`src/rtl/rgmii_pkg.sv`:
```
// Shared types and constants for the RGMII/UDP transmit path.
// The transmit arbiter's optional stall abort is enabled by PACKET_ARB_TIMEOUT_EN.
package rgmii_pkg;

  // Transmit arbiter frame-level states.
  typedef enum logic [1:0] {
    IDLE  = 2'd0,
    XFER  = 2'd1,
    DRAIN = 2'd2,
    GAP   = 2'd3
  } arb_state_t;

  // Ethernet inter-frame gap, in byte times; one byte per clock on this path.
  localparam int IFG_BYTES = 12;

endpackage

```
`src/rtl/axis_if.sv`:
```
// AXI-Stream link between the transmit arbiter and the packet builder.
//
// Handshake: a beat transfers on a rising clock edge where tvalid and tready
// are both high. Once the master raises tvalid it holds tvalid, tdata and
// tlast stable until that transfer; tready may change freely; tlast marks the
// final beat of a frame.
interface axis_if #(
  parameter int DATA_WIDTH = 8
) ();
  logic                  tvalid;
  logic                  tready;
  logic [DATA_WIDTH-1:0] tdata;
  logic                  tlast;

  modport master (output tvalid, output tdata, output tlast, input tready);
  modport slave  (input tvalid, input tdata, input tlast, output tready);
endinterface

```
`src/rtl/rr_arbiter.sv`:
```
// Combinational round-robin picker: the first requester after last_i wins,
// wrapping modulo N. Reports both a one-hot and an encoded grant.
module rr_arbiter #(
  parameter int N = 4
) (
  input  logic [N-1:0]         req_i,
  input  logic [$clog2(N)-1:0] last_i,
  output logic [N-1:0]         gnt_o,
  output logic [$clog2(N)-1:0] idx_o,
  output logic                 valid_o
);

  logic [$clog2(N)-1:0] cand;

  // Walk the requesters starting just after the previous winner.
  always_comb begin
    gnt_o   = '0;
    idx_o   = '0;
    valid_o = 1'b0;
    cand    = '0;
    for (int i = 1; i <= N; i++) begin
      cand = $clog2(N)'((int'(last_i) + i) % N);
      if (!valid_o && req_i[cand]) begin
        valid_o     = 1'b1;
        idx_o       = cand;
        gnt_o[cand] = 1'b1;
      end
    end
  end

endmodule

```
`src/rtl/packet_tx_arbiter.sv`:
```
// Frame-level round-robin scheduler sharing one transmit datapath between
// N_SRC AXI-Stream payload sources. Holds a grant for a whole frame, clamps
// the frame to the configured length and enforces an inter-frame gap.
// Optional stall abort: define PACKET_ARB_TIMEOUT_EN.
module packet_tx_arbiter
  import rgmii_pkg::*;
#(
  parameter int N_SRC           = 4,
  parameter int AXIS_DATA_WIDTH = 8,
  parameter int PAYLOAD_WIDTH   = 11,
  parameter int GAP_CYCLES      = IFG_BYTES,
  parameter int TIMEOUT_CYCLES  = 1024
) (
  input  logic                               clk_i,
  input  logic                               rst_i,
  input  logic [N_SRC-1:0]                   s_tvalid_i,
  input  logic [N_SRC*AXIS_DATA_WIDTH-1:0]   s_tdata_i,
  input  logic [N_SRC-1:0]                   s_tlast_i,
  output logic [N_SRC-1:0]                   s_tready_o,
  input  logic [N_SRC*PAYLOAD_WIDTH-1:0]     payload_bytes_i,
  axis_if.master                             m_axis,
  output logic [PAYLOAD_WIDTH-1:0]           payload_bytes_o,
  output logic [$clog2(N_SRC)-1:0]           grant_o,
  output logic                               busy_o,
  output logic                               len_err_o,
  output logic                               timeout_o,
  output arb_state_t                         state_o
);

  localparam int IW = $clog2(N_SRC);
  localparam int W  = AXIS_DATA_WIDTH;
  localparam int PW = PAYLOAD_WIDTH;
  localparam int GW = (GAP_CYCLES > 1) ? $clog2(GAP_CYCLES) : 1;
  // With no gap configured a finished frame returns straight to IDLE.
  localparam arb_state_t END_STATE = (GAP_CYCLES == 0) ? IDLE : GAP;

  arb_state_t    state_q, state_d;
  logic [IW-1:0] grant_q, grant_d, last_grant_q, last_grant_d;
  logic [PW-1:0] len_q, len_d, cnt_q, cnt_d;
  logic [GW-1:0] gap_q, gap_d;

  logic [N_SRC-1:0] req, rr_gnt;
  logic [IW-1:0]    rr_idx;
  logic             rr_valid;
  logic [PW-1:0]    sel_len;
  logic             src_valid, src_last;
  logic [W-1:0]     src_data;
  logic             cnt_last, ready_g, abort;
  logic             m_tvalid, m_tlast;
  logic [W-1:0]     m_tdata;

  // Eligibility masks out sources configured with a zero-length frame.
  always_comb begin
    req     = '0;
    sel_len = '0;
    for (int k = 0; k < N_SRC; k++) begin
      req[k] = s_tvalid_i[k] && (payload_bytes_i[k*PW +: PW] != '0);
      if (rr_gnt[k]) sel_len = payload_bytes_i[k*PW +: PW];
    end
  end

  rr_arbiter #(.N(N_SRC)) u_rr (
    .req_i   (req),
    .last_i  (last_grant_q),
    .gnt_o   (rr_gnt),
    .idx_o   (rr_idx),
    .valid_o (rr_valid)
  );

  // Select the granted source's stream signals.
  always_comb begin
    src_valid = 1'b0;
    src_last  = 1'b0;
    src_data  = '0;
    for (int k = 0; k < N_SRC; k++) begin
      if (grant_q == IW'(k)) begin
        src_valid = s_tvalid_i[k];
        src_last  = s_tlast_i[k];
        src_data  = s_tdata_i[k*W +: W];
      end
    end
  end

  assign cnt_last = (cnt_q == len_q - PW'(1));

`ifdef PACKET_ARB_TIMEOUT_EN
  localparam int TW = $clog2(TIMEOUT_CYCLES + 1);
  logic [TW-1:0] stall_q, stall_d;

  assign abort = (state_q == XFER) && (stall_q == TW'(TIMEOUT_CYCLES));

  // Count consecutive idle source cycles in XFER; freeze once the abort beat is up.
  always_comb begin
    stall_d = stall_q;
    if (state_q != XFER || (src_valid && !abort)) stall_d = '0;
    else if (!abort)                              stall_d = stall_q + TW'(1);
  end

  // Stall counter register.
  always_ff @(posedge clk_i) begin
    if (rst_i) stall_q <= '0;
    else       stall_q <= stall_d;
  end
`else
  logic timeout_unused;
  assign timeout_unused = (TIMEOUT_CYCLES != 0);
  assign abort          = 1'b0;
`endif

  // Next-state, counters and the combinational datapath/handshake outputs.
  always_comb begin
    state_d      = state_q;
    grant_d      = grant_q;
    last_grant_d = last_grant_q;
    len_d        = len_q;
    cnt_d        = cnt_q;
    gap_d        = gap_q;
    m_tvalid     = 1'b0;
    m_tdata      = '0;
    m_tlast      = 1'b0;
    ready_g      = 1'b0;
    len_err_o    = 1'b0;
    timeout_o    = 1'b0;
    case (state_q)
      IDLE: begin
        if (rr_valid) begin
          state_d      = XFER;
          grant_d      = rr_idx;
          last_grant_d = rr_idx;
          len_d        = sel_len;
          cnt_d        = '0;
        end
      end
      XFER: begin
        if (abort) begin
          // Synthetic terminating beat; the source is not consumed.
          m_tvalid = 1'b1;
          m_tlast  = 1'b1;
          if (m_axis.tready) begin
            timeout_o = 1'b1;
            gap_d     = '0;
            state_d   = END_STATE;
          end
        end else begin
          m_tvalid = src_valid;
          m_tdata  = src_data;
          m_tlast  = src_last || cnt_last;
          ready_g  = m_axis.tready;
          if (src_valid && m_axis.tready) begin
            cnt_d = cnt_q + PW'(1);
            if (m_tlast) begin
              len_err_o = src_last ^ cnt_last;
              gap_d     = '0;
              // Counter ended the frame before the source did: discard the rest.
              state_d   = (cnt_last && !src_last) ? DRAIN : END_STATE;
            end
          end
        end
      end
      DRAIN: begin
        ready_g = 1'b1;
        if (src_valid && src_last) begin
          gap_d   = '0;
          state_d = END_STATE;
        end
      end
      GAP: begin
        if (gap_q == GW'(GAP_CYCLES - 1)) state_d = IDLE;
        else                              gap_d   = gap_q + GW'(1);
      end
      default: state_d = IDLE;
    endcase
  end

  // Only the granted source ever sees ready.
  always_comb begin
    s_tready_o = '0;
    for (int k = 0; k < N_SRC; k++) begin
      if (grant_q == IW'(k)) s_tready_o[k] = ready_g;
    end
  end

  // State, grant and counter registers.
  always_ff @(posedge clk_i) begin
    if (rst_i) begin
      state_q      <= IDLE;
      grant_q      <= '0;
      last_grant_q <= IW'(N_SRC - 1);
      len_q        <= '0;
      cnt_q        <= '0;
      gap_q        <= '0;
    end else begin
      state_q      <= state_d;
      grant_q      <= grant_d;
      last_grant_q <= last_grant_d;
      len_q        <= len_d;
      cnt_q        <= cnt_d;
      gap_q        <= gap_d;
    end
  end

  assign m_axis.tvalid   = m_tvalid;
  assign m_axis.tdata    = m_tdata;
  assign m_axis.tlast    = m_tlast;
  assign payload_bytes_o = len_q;
  assign grant_o         = grant_q;
  assign busy_o          = (state_q != IDLE);
  assign state_o         = state_q;

endmodule

```
`src/flat_wrapper.sv`:
```
// flat-port wrapper written by rule: the top's interface ports become plain ports
module packet_tx_arbiter_flat import rgmii_pkg::*;
#(
  parameter int N_SRC           = 4,
  parameter int AXIS_DATA_WIDTH = 8,
  parameter int PAYLOAD_WIDTH   = 11,
  parameter int GAP_CYCLES      = IFG_BYTES,
  parameter int TIMEOUT_CYCLES  = 1024
)
  (clk_i, rst_i, s_tvalid_i, s_tdata_i, s_tlast_i, s_tready_o, payload_bytes_i, payload_bytes_o, grant_o, busy_o, len_err_o, timeout_o, state_o, m_axis_tvalid, m_axis_tdata, m_axis_tlast, m_axis_tready);
  axis_if #(.DATA_WIDTH((8))) m_axis_i ();
  input  logic clk_i;
  input  logic rst_i;
  input  logic [N_SRC-1:0] s_tvalid_i;
  input  logic [N_SRC*AXIS_DATA_WIDTH-1:0] s_tdata_i;
  input  logic [N_SRC-1:0] s_tlast_i;
  output logic [N_SRC-1:0] s_tready_o;
  input  logic [N_SRC*PAYLOAD_WIDTH-1:0] payload_bytes_i;
  output logic [PAYLOAD_WIDTH-1:0] payload_bytes_o;
  output logic [$clog2(N_SRC)-1:0] grant_o;
  output logic busy_o;
  output logic len_err_o;
  output logic timeout_o;
  output arb_state_t state_o;
  output wire logic [$bits(m_axis_i.tvalid)-1:0] m_axis_tvalid;
  output wire logic [$bits(m_axis_i.tdata)-1:0] m_axis_tdata;
  output wire logic [$bits(m_axis_i.tlast)-1:0] m_axis_tlast;
  input wire logic [$bits(m_axis_i.tready)-1:0] m_axis_tready;
  assign m_axis_tvalid = m_axis_i.tvalid;
  assign m_axis_tdata = m_axis_i.tdata;
  assign m_axis_tlast = m_axis_i.tlast;
  assign m_axis_i.tready = m_axis_tready;
  packet_tx_arbiter #(.N_SRC(N_SRC), .AXIS_DATA_WIDTH(AXIS_DATA_WIDTH), .PAYLOAD_WIDTH(PAYLOAD_WIDTH), .GAP_CYCLES(GAP_CYCLES), .TIMEOUT_CYCLES(TIMEOUT_CYCLES)) u_core (.clk_i(clk_i), .rst_i(rst_i), .s_tvalid_i(s_tvalid_i), .s_tdata_i(s_tdata_i), .s_tlast_i(s_tlast_i), .s_tready_o(s_tready_o), .payload_bytes_i(payload_bytes_i), .m_axis(m_axis_i), .payload_bytes_o(payload_bytes_o), .grant_o(grant_o), .busy_o(busy_o), .len_err_o(len_err_o), .timeout_o(timeout_o), .state_o(state_o));
endmodule
```
`config.mk`:
```
export PLATFORM = sky130hd
export DESIGN_NAME = packet_tx_arbiter_flat
export DESIGN_NICKNAME = d
export VERILOG_FILES = /design/src/rtl/rgmii_pkg.sv /design/src/rtl/axis_if.sv /design/src/rtl/rr_arbiter.sv /design/src/rtl/packet_tx_arbiter.sv /design/src/flat_wrapper.sv
export SDC_FILE = /design/constraint.sdc
export NUM_CORES = 1
export LEC_CHECK = 0
export BUFFER_PORTS_ARGS = -buffer_cell sky130_fd_sc_hd__buf_2
export CORE_MARGIN = 2
export CORE_UTILIZATION = 55
export CTS_CLUSTER_SIZE = 20
export DETAILED_ROUTE_END_ITERATION = 7
export PLACE_DENSITY = 0.88
export SLEW_MARGIN = 40
export SYNTH_ARGS = -nofsm -noshare
export SYNTH_HDL_FRONTEND = slang
export SYNTH_SLANG_ARGS = --single-unit
export TNS_END_PERCENT = 10
```
`constraint.sdc`:
```
create_clock -name clk_i -period 9.07 [get_ports clk_i]
set_clock_uncertainty 0.15 [all_clocks]
set_input_delay 1.814 -clock clk_i [delete_from_list [all_inputs] [get_ports clk_i]]
set_output_delay 1.814 -clock clk_i [all_outputs]
set_load 0.02 [all_outputs]
```
==> results of run 1 <==
-- cell families after synthesis --
family / share of synthesized area (%)
other: 0.115
muxes: 10.9
DFF: 19.6
adders and majority gates: 6.13
xor gates and xnor gates: 5.36
buffers and inverters: 6.28
AOI/OAI and AO/OA: 30.4
and+or+nand+nor: 21.2
-- synthesized netlist by cell type, drive strengths merged, types with 12 or more instances --
library cell,count,area (um2)
o21bai,12,90.1
clkbuf,18,67.6
mux4,14,315
o21ai,14,70.1
dfxtp,32,641
a21oi,26,130
ha,16,200
a21boi,13,97.6
nor2,37,139
nand2,21,78.8
and2,13,81.3
nor3,13,65.1
inv,22,82.6
-- worst reg2reg max path, cell delays in order (launching register included) --
cell      delay [ns]
dfxtp_1         0.69
clkinv_1        0.47
ha_1            0.51
mux4_2          0.43
nor2b_1         0.17
a21oi_1         0.61
or2_0           0.57
o311ai_1        0.21
a221oi_1        0.29
-- per-layer routing --
metal	wire, um	global-route usage, %	vias to the layer above
met3	756	5.33	25
met5	0	0	-
met1	3970	37.0	1654
met2	4700	54.6	190
li1	-	-	1713
met4	284	11.4	0
-- registers in the layout, indices dropped and copies added (netlist names) --
| signal | count |
|---|---|
| u_core.payload_bytes_o | 11 |
| u_core.gap_q | 4 |
| u_core.cnt_q | 11 |
| u_core.last_grant_q | 2 |
| u_core.state_o | 2 |
| u_core.grant_o | 2 |
-- through the flow --
step | power, uW | utilization [%] | cells
global placement | 1110 | 65.9 | 566
global route | 1390 | 68.1 | 575
detailed placement | 1130 | 66.1 | 566
CTS | 1280 | 68.0 | 574
floorplan | 942 | - | 400
finish | 1290 | 68.1 | 575
-- layout by cell type, fill, tap and decap left out, types with 4 or more instances in the layout --
master / instances
a2111oi_2: 10
a211oi_1: 10
a21boi_0: 10
a21oi_1: 26
a221oi_1: 4
and2_1: 13
and3_1: 6
buf_2: 118
clkbuf_8: 5
dfxtp_1: 31
ha_1: 16
inv_1: 22
mux2i_1: 4
mux4_2: 14
nand2_1: 21
nand2b_1: 4
nand3_1: 11
nor2_1: 37
nor2b_1: 4
nor3_1: 13
o21ai_0: 11
o21bai_1: 12
o311ai_1: 11
o31a_1: 4
o31ai_1: 4
or3_1: 4
or4_1: 7
xnor2_1: 10
xor2_1: 10
-- how the worst max path moves through the flow --
stage / cells after the start / endpoint / slack (ns) / start
floorplan: 4 / len_err_o / 4.31 / s_tlast_i[3]
global placement: 9 / u_core.payload_bytes_o[1]$_SDFFE_PP0P_ / 3.54 / payload_bytes_i[35]
detailed placement: 9 / u_core.payload_bytes_o[1]$_SDFFE_PP0P_ / 3.41 / payload_bytes_i[35]
CTS: 9 / u_core.payload_bytes_o[1]$_SDFFE_PP0P_ / 3.72 / payload_bytes_i[35]
global route: 9 / u_core.payload_bytes_o[1]$_SDFFE_PP0P_ / 3.52 / payload_bytes_i[35]
finish: 9 / u_core.payload_bytes_o[1]$_SDFFE_PP0P_ / 3.72 / payload_bytes_i[35]
-- final cells by class --
type	count	share of cell area, %
multi-input cells	318	61.3
flip-flops and latches	32	16.2
repair buffers	119	15.1
well taps	75	2.37
inverters	23	2.18
clock buffers	5	1.74
clock inverters	3	1.07
-- power breakdown --
part	internal (uW)	switching, uW	leakage (uW)
clock network	81.3	59.2	0.0000541
logic	367	525	0.00142
registers	177	78.8	0.000262
==> run summary, run 1 <==
CP delay by family, top = compound AO/OA/AOI/OAI gates
Synth Instances = 400
GP Congestion = 0.985
startpoint types = primary input
WHS Endpoint = u_core.gap_q[1]$_SDFFE_PP0P_
PwrDens = 325 mW/mm2
Rows = 28
Largest stage delay, worst path = 0.61 ns
Worst-path clk slew = 0.07 ns
Post-Syn Nets = 503
Final Net Count = 602
r2r worst-path depth = 8
CTS tree = done
crit-path cells = buf_2 -> or4_1 -> o31a_1 -> mux4_2 -> nor2b_1 -> a21oi_1 -> or2_0 -> o311ai_1 -> a221oi_1
post-CTS setup buffers = 0
Post-CTS Resized = 0
initial antenna violation count = 0
FF+latch area = 642 um2
Buffers on Ports = 117
worst hold path type = flip-flop to flip-flop
drt via density = 6.23
Peak Freq = 187 MHz
Post-DP Area = 0.00384 mm2
DR pass1 iterations = 5
CTS Hold Bufs = 0
final HPWL from detailed placement = 7770 um
hold wc startpoint = u_core.gap_q[1]$_SDFFE_PP0P_
Iter 0 DRT Violations = 176
I/O pins = 119
Hold Worst Slack = 0.371 ns
largest net degree at the start of global routing = 25
die width = 81.1 um
status = finished clean
Required @ worst endpoint = 9.12 ns
worst path arrival time = 5.40 ns
total CTS buffers = 5
EDFF count, synth = 0
reg2reg start = u_core.last_grant_q[0]$_SDFFE_PP1P_
clk sink count = 32
wire per inst = 16.9 um
Via Count = 3,582
vias in the first global route = 3,482
Setup WS pre-CTS = 3.41 ns
syn_area_per_cell = 8.16 um2
Slew Viols, Final = 0
Hold Crit Depth = 2
warnings from Yosys = 0
multi-input combinational cell area = 0.00243 mm2
total negative slack = 0 ns
final setup fails = 0
Crit-path slowest cell = a21oi_1
MaxCap Viol Count = 0
Primary FF master, synth = dfxtp_1
Worst setup EP type = flip-flop
RSZ-0062 raised after global routing = no
Die ar. = 0.00657 mm2
Synth Register Bits = 32
Tmin final = 5.35 ns
reg-to-reg endpoint = u_core.payload_bytes_o[1]$_SDFFE_PP0P_
Crit Path Class = primary input to flip-flop
final setup margin = 3.72 ns
routed wire length = 9710 um
Syn-to-layout area delta = 21.3%
CP bufs+invs = 1
post-route DRC violation count = 0
total global-route track usage = 30.7%
Initial Utilization = 56.2%
largest fanout on the critical path = 12
number of diodes = 0
post-synth design cell area = 0.00327 mm2
clock root buffer = clkbuf_8
total grt overflow = 0
CTS max path bufs = 2
sequential element share of the synthesized area = 19.6%
Skew-Pair Late Insertion Delay = 0.30 ns
slew margin rel. = 46.1%
Synth cell types = 59
Leak = 0.00173 uW
final hold vios = 0
die span in y = 81.1 um
Async S/R FF share, synth = 0%
Design Area, Final = 0.00396 mm2
Antenna Nets Post-Route = 0
H-Tree Depth = 2
Core ar. = 0.00582 mm2
layout cell share with drive strength beyond 1 = 31.4%
R2R setup slack = 4.87 ns
worst slew pin tran = 0.807 ns
first-pass GRT wire length = 15,800 um
fillcell total = 496
share of the cycle needed by the critical path after routing = 59.0%
maximum VDD drop = 0.000175 V
No activity file was read; power rests on OpenSTA's default activity.
==> inputs of run 2 (changes only) <==
--- a/config.mk
+++ b/config.mk
@@ -5,12 +5,13 @@
 export SDC_FILE = /design/constraint.sdc
 export NUM_CORES = 1
 export LEC_CHECK = 0
+export ABC_AREA = 1
 export BUFFER_PORTS_ARGS = -buffer_cell sky130_fd_sc_hd__buf_2
 export CORE_MARGIN = 2
-export CORE_UTILIZATION = 55
+export CORE_UTILIZATION = 46
 export CTS_CLUSTER_SIZE = 20
 export DETAILED_ROUTE_END_ITERATION = 7
-export PLACE_DENSITY = 0.88
+export PLACE_DENSITY = 0.79
 export SLEW_MARGIN = 40
 export SYNTH_ARGS = -nofsm -noshare
 export SYNTH_HDL_FRONTEND = slang
==> constraint.sdc (replaced) <==
create_clock -name clk_i -period 4.6 [get_ports clk_i]
set_clock_uncertainty 0.15 [all_clocks]
set_input_delay 0.92 -clock clk_i [delete_from_list [all_inputs] [get_ports clk_i]]
set_output_delay 0.92 -clock clk_i [all_outputs]
set_load 0.02 [all_outputs]
==> run 2 against run 1 <==
Against the previous run:
- first-iteration DRC count grew 13%
- clock-buffer cell count increased by 3
- final area fell by 4.1%
- sequential cell count unchanged
- core utilization decreased by 12 points
- power grew 83%
- wire length shrank 5.2%
- synthesized cell count rose by 29%
- largest cell class unchanged
==> run summary, run 2 <==
status = finished clean
FF+latch area = 641 um2
CTS Hold Bufs = 0
Final Net Count = 725
die width = 86.7 um
Die ar. = 0.00751 mm2
final hold vios = 0
multi-input combinational cell area = 0.00216 mm2
layout cell share with drive strength beyond 1 = 24.4%
Synth cell types = 40
Skew-Pair Late Insertion Delay = 0.29 ns
Leak = 0.00192 uW
RSZ-0062 raised after global routing = no
EDFF count, synth = 0
post-synth top area share = 20.4%
crit-path cells = or2_2 -> nor4_1 -> xor2_1 -> a221o_1 -> nor2_1 -> nand2_1 -> ha_1 -> nand2_1 -> nor2_1 -> buf_2
total grt overflow = 0
final HPWL from detailed placement = 7430 um
Initial Utilization = 46.8%
Required @ worst endpoint = 3.53 ns
Largest stage delay, worst path = 0.38 ns
Core ar. = 0.00672 mm2
post-synth design cell area = 0.00314 mm2
largest fanout on the critical path = 5
clock root buffer = clkbuf_8
maximum VDD drop = 0.000238 V
Rows = 30
post-route DRC violation count = 0
Worst setup EP type = primary output
Primary FF master, synth = dfxtp_1
CTS tree = done
Design Area, Final = 0.00380 mm2
total negative slack = 0 ns
syn_area_per_cell = 6.09 um2
largest net degree at the start of global routing = 23
DR pass1 iterations = 5
Worst-path clk slew = 0.07 ns
post-CTS setup buffers = 0
CP bufs+invs = 1
worst path arrival time = 2.66 ns
R2R setup slack = 1.54 ns
warnings from Yosys = 0
Tmin final = 3.73 ns
Post-Syn Nets = 619
number of diodes = 0
worst slew pin tran = 0.582 ns
r2r worst-path depth = 11
CTS max path bufs = 2
die span in y = 86.7 um
initial antenna violation count = 0
clk sink count = 32
Iter 0 DRT Violations = 198
Post-CTS Resized = 0
total CTS buffers = 5
first-pass GRT wire length = 15,600 um
final setup fails = 0
Syn-to-layout area delta = 20.9%
slew margin rel. = 61.2%
I/O pins = 119
reg-to-reg endpoint = u_core.gap_q[2]$_SDFFE_PP0P_
worst setup path endpoint = len_err_o
WP depth = 10
MaxCap Viol Count = 0
synth cell count leaders = nand2_1 (115), a21oi_1 (63), nor2_1 (55), inv_1 (51), nand3_1 (38)
Crit-path slowest cell = nor4_1
Slew Viols, Final = 0
Via Count = 3,791
Synth Instances = 516
vias in the first global route = 3,546
Buffers on Ports = 117
Synth Register Bits = 32
largest area contributor in the netlist = dfxtp_1
fillcell total = 702
Post-DP Area = 0.00371 mm2
top-count cell post-synth = nand2_1
startpoint types = flip-flop
H-Tree Depth = 2
Async S/R FF share, synth = 0%
sequential element share of the synthesized area = 20.4%
Synth area leaders = dfxtp_1 (20%), nand2_1 (14%), a21oi_1 (10%), nor2_1 (6.6%), ha_1 (6.4%)
Crit Path Class = flip-flop to primary output
crit path from = u_core.payload_bytes_o[5]$_SDFFE_PP0P_
Antenna Nets Post-Route = 0
commonest non-fill, non-tap cells in the layout = buf_2 (117), nand2_1 (115), a21oi_1 (63), nor2_1 (55), inv_1 (51)
Peak Freq = 268 MHz
total global-route track usage = 25.5%
CP delay by family, top = simple AND/OR/NAND/NOR gates
PwrDens = 620 mW/mm2
share of the cycle needed by the critical path after routing = 81.1%
routed wire length = 9200 um
leading cell type in the layout, fill and taps excluded = buf_2
worst hold path type = flip-flop to flip-flop
wire per inst = 13.1 um
drt via density = 5.39
GP Congestion = 0.920
reg2reg start = u_core.payload_bytes_o[5]$_SDFFE_PP0P_
-- run 2: changes by cell type after synthesis, sizes merged, moves of 14 or more --
cell | before | now
nand3 | 11 | 40
nor2 | 37 | 59
a21oi | 26 | 65
o21ai | 14 | 39
mux4 | 14 | 0
inv | 22 | 58
nand2 | 21 | 125
-- run 2: power breakdown --
| group | internal (uW) | switching (uW) | leakage (uW) |
|---|---|---|---|
| clock network | 122 | 106 | 0.0000455 |
| logic | 560 | 1140 | 0.00161 |
| registers | 345 | 87.8 | 0.000262 |
| total | 1030 | 1330 | 0.00192 |
-- run 2: worst min-delay path by stage --
stage | startpoint | end | slack (ns) | cells after the start
floorplan | u_core.gap_q[1]$_SDFFE_PP0P_ | u_core.gap_q[1]$_SDFFE_PP0P_ | 0.31 | 2
global placement | u_core.gap_q[1]$_SDFFE_PP0P_ | u_core.gap_q[1]$_SDFFE_PP0P_ | 0.33 | 2
detailed placement | u_core.gap_q[1]$_SDFFE_PP0P_ | u_core.gap_q[1]$_SDFFE_PP0P_ | 0.33 | 2
CTS | u_core.gap_q[1]$_SDFFE_PP0P_ | u_core.gap_q[1]$_SDFFE_PP0P_ | 0.35 | 2
global route | u_core.gap_q[1]$_SDFFE_PP0P_ | u_core.gap_q[1]$_SDFFE_PP0P_ | 0.38 | 2
finish | u_core.gap_q[0]$_SDFFE_PP0P_ | u_core.gap_q[0]$_SDFFE_PP0P_ | 0.35 | 2
-- run 2: layer usage --
layer / vias up / GRT usage [%] / part of all wire, %
met4: 0 / 10.1 / 2.9
li1: 1929 / - / -
met5: - / 0 / 0
met1: 1687 / 31.3 / 43
met3: 22 / 3.62 / 6.1
met2: 153 / 44.5 / 48
-- run 2: cells by family (layout without fill, tap and decap cells) --
family,after synthesis,in the layout,synth area share (%)
compound gates,126,126,22.8
flops,32,32,20.4
fa+ha+maj,16,16,6.37
buf+inv,78,185,11.0
xor+xnor,18,18,5.01
other cells,1,1,0.119
simple gates,245,245,34.4
-- run 2: worst register-to-register path, stage by stage (launching register included) --
cell	delay [ns]
dfxtp_1	0.35
or2_2	0.33
nor4_1	0.38
xor2_1	0.16
a221o_1	0.33
nor2_1	0.08
nand2_1	0.13
ha_1	0.25
o21ai_1	0.20
nand4_2	0.21
o21ai_1	0.29
nor3_1	0.09
-- run 2: final cells by class --
type	count	share of cell area (%)
multi-input cells	406	56.8
flip-flops and latches	32	16.9
repair buffers	117	15.4
inverters	60	5.93
well taps	80	2.63
clock buffers	8	2.37
-- run 2: stage by stage --
step / cells / hold slack [ns] / worst slack (ns) / total power [uW] / util (%)
floorplan: 516 / 0.312 / 1.24 / 1810 / -
global placement: 695 / 0.326 / 1.25 / 2080 / 55.2
detailed placement: 695 / 0.333 / 1.18 / 2120 / 55.2
CTS: 703 / 0.355 / 0.854 / 2350 / 56.6
global route: 703 / 0.377 / 0.542 / 2610 / 56.6
finish: 703 / 0.354 / 0.870 / 2360 / 56.6
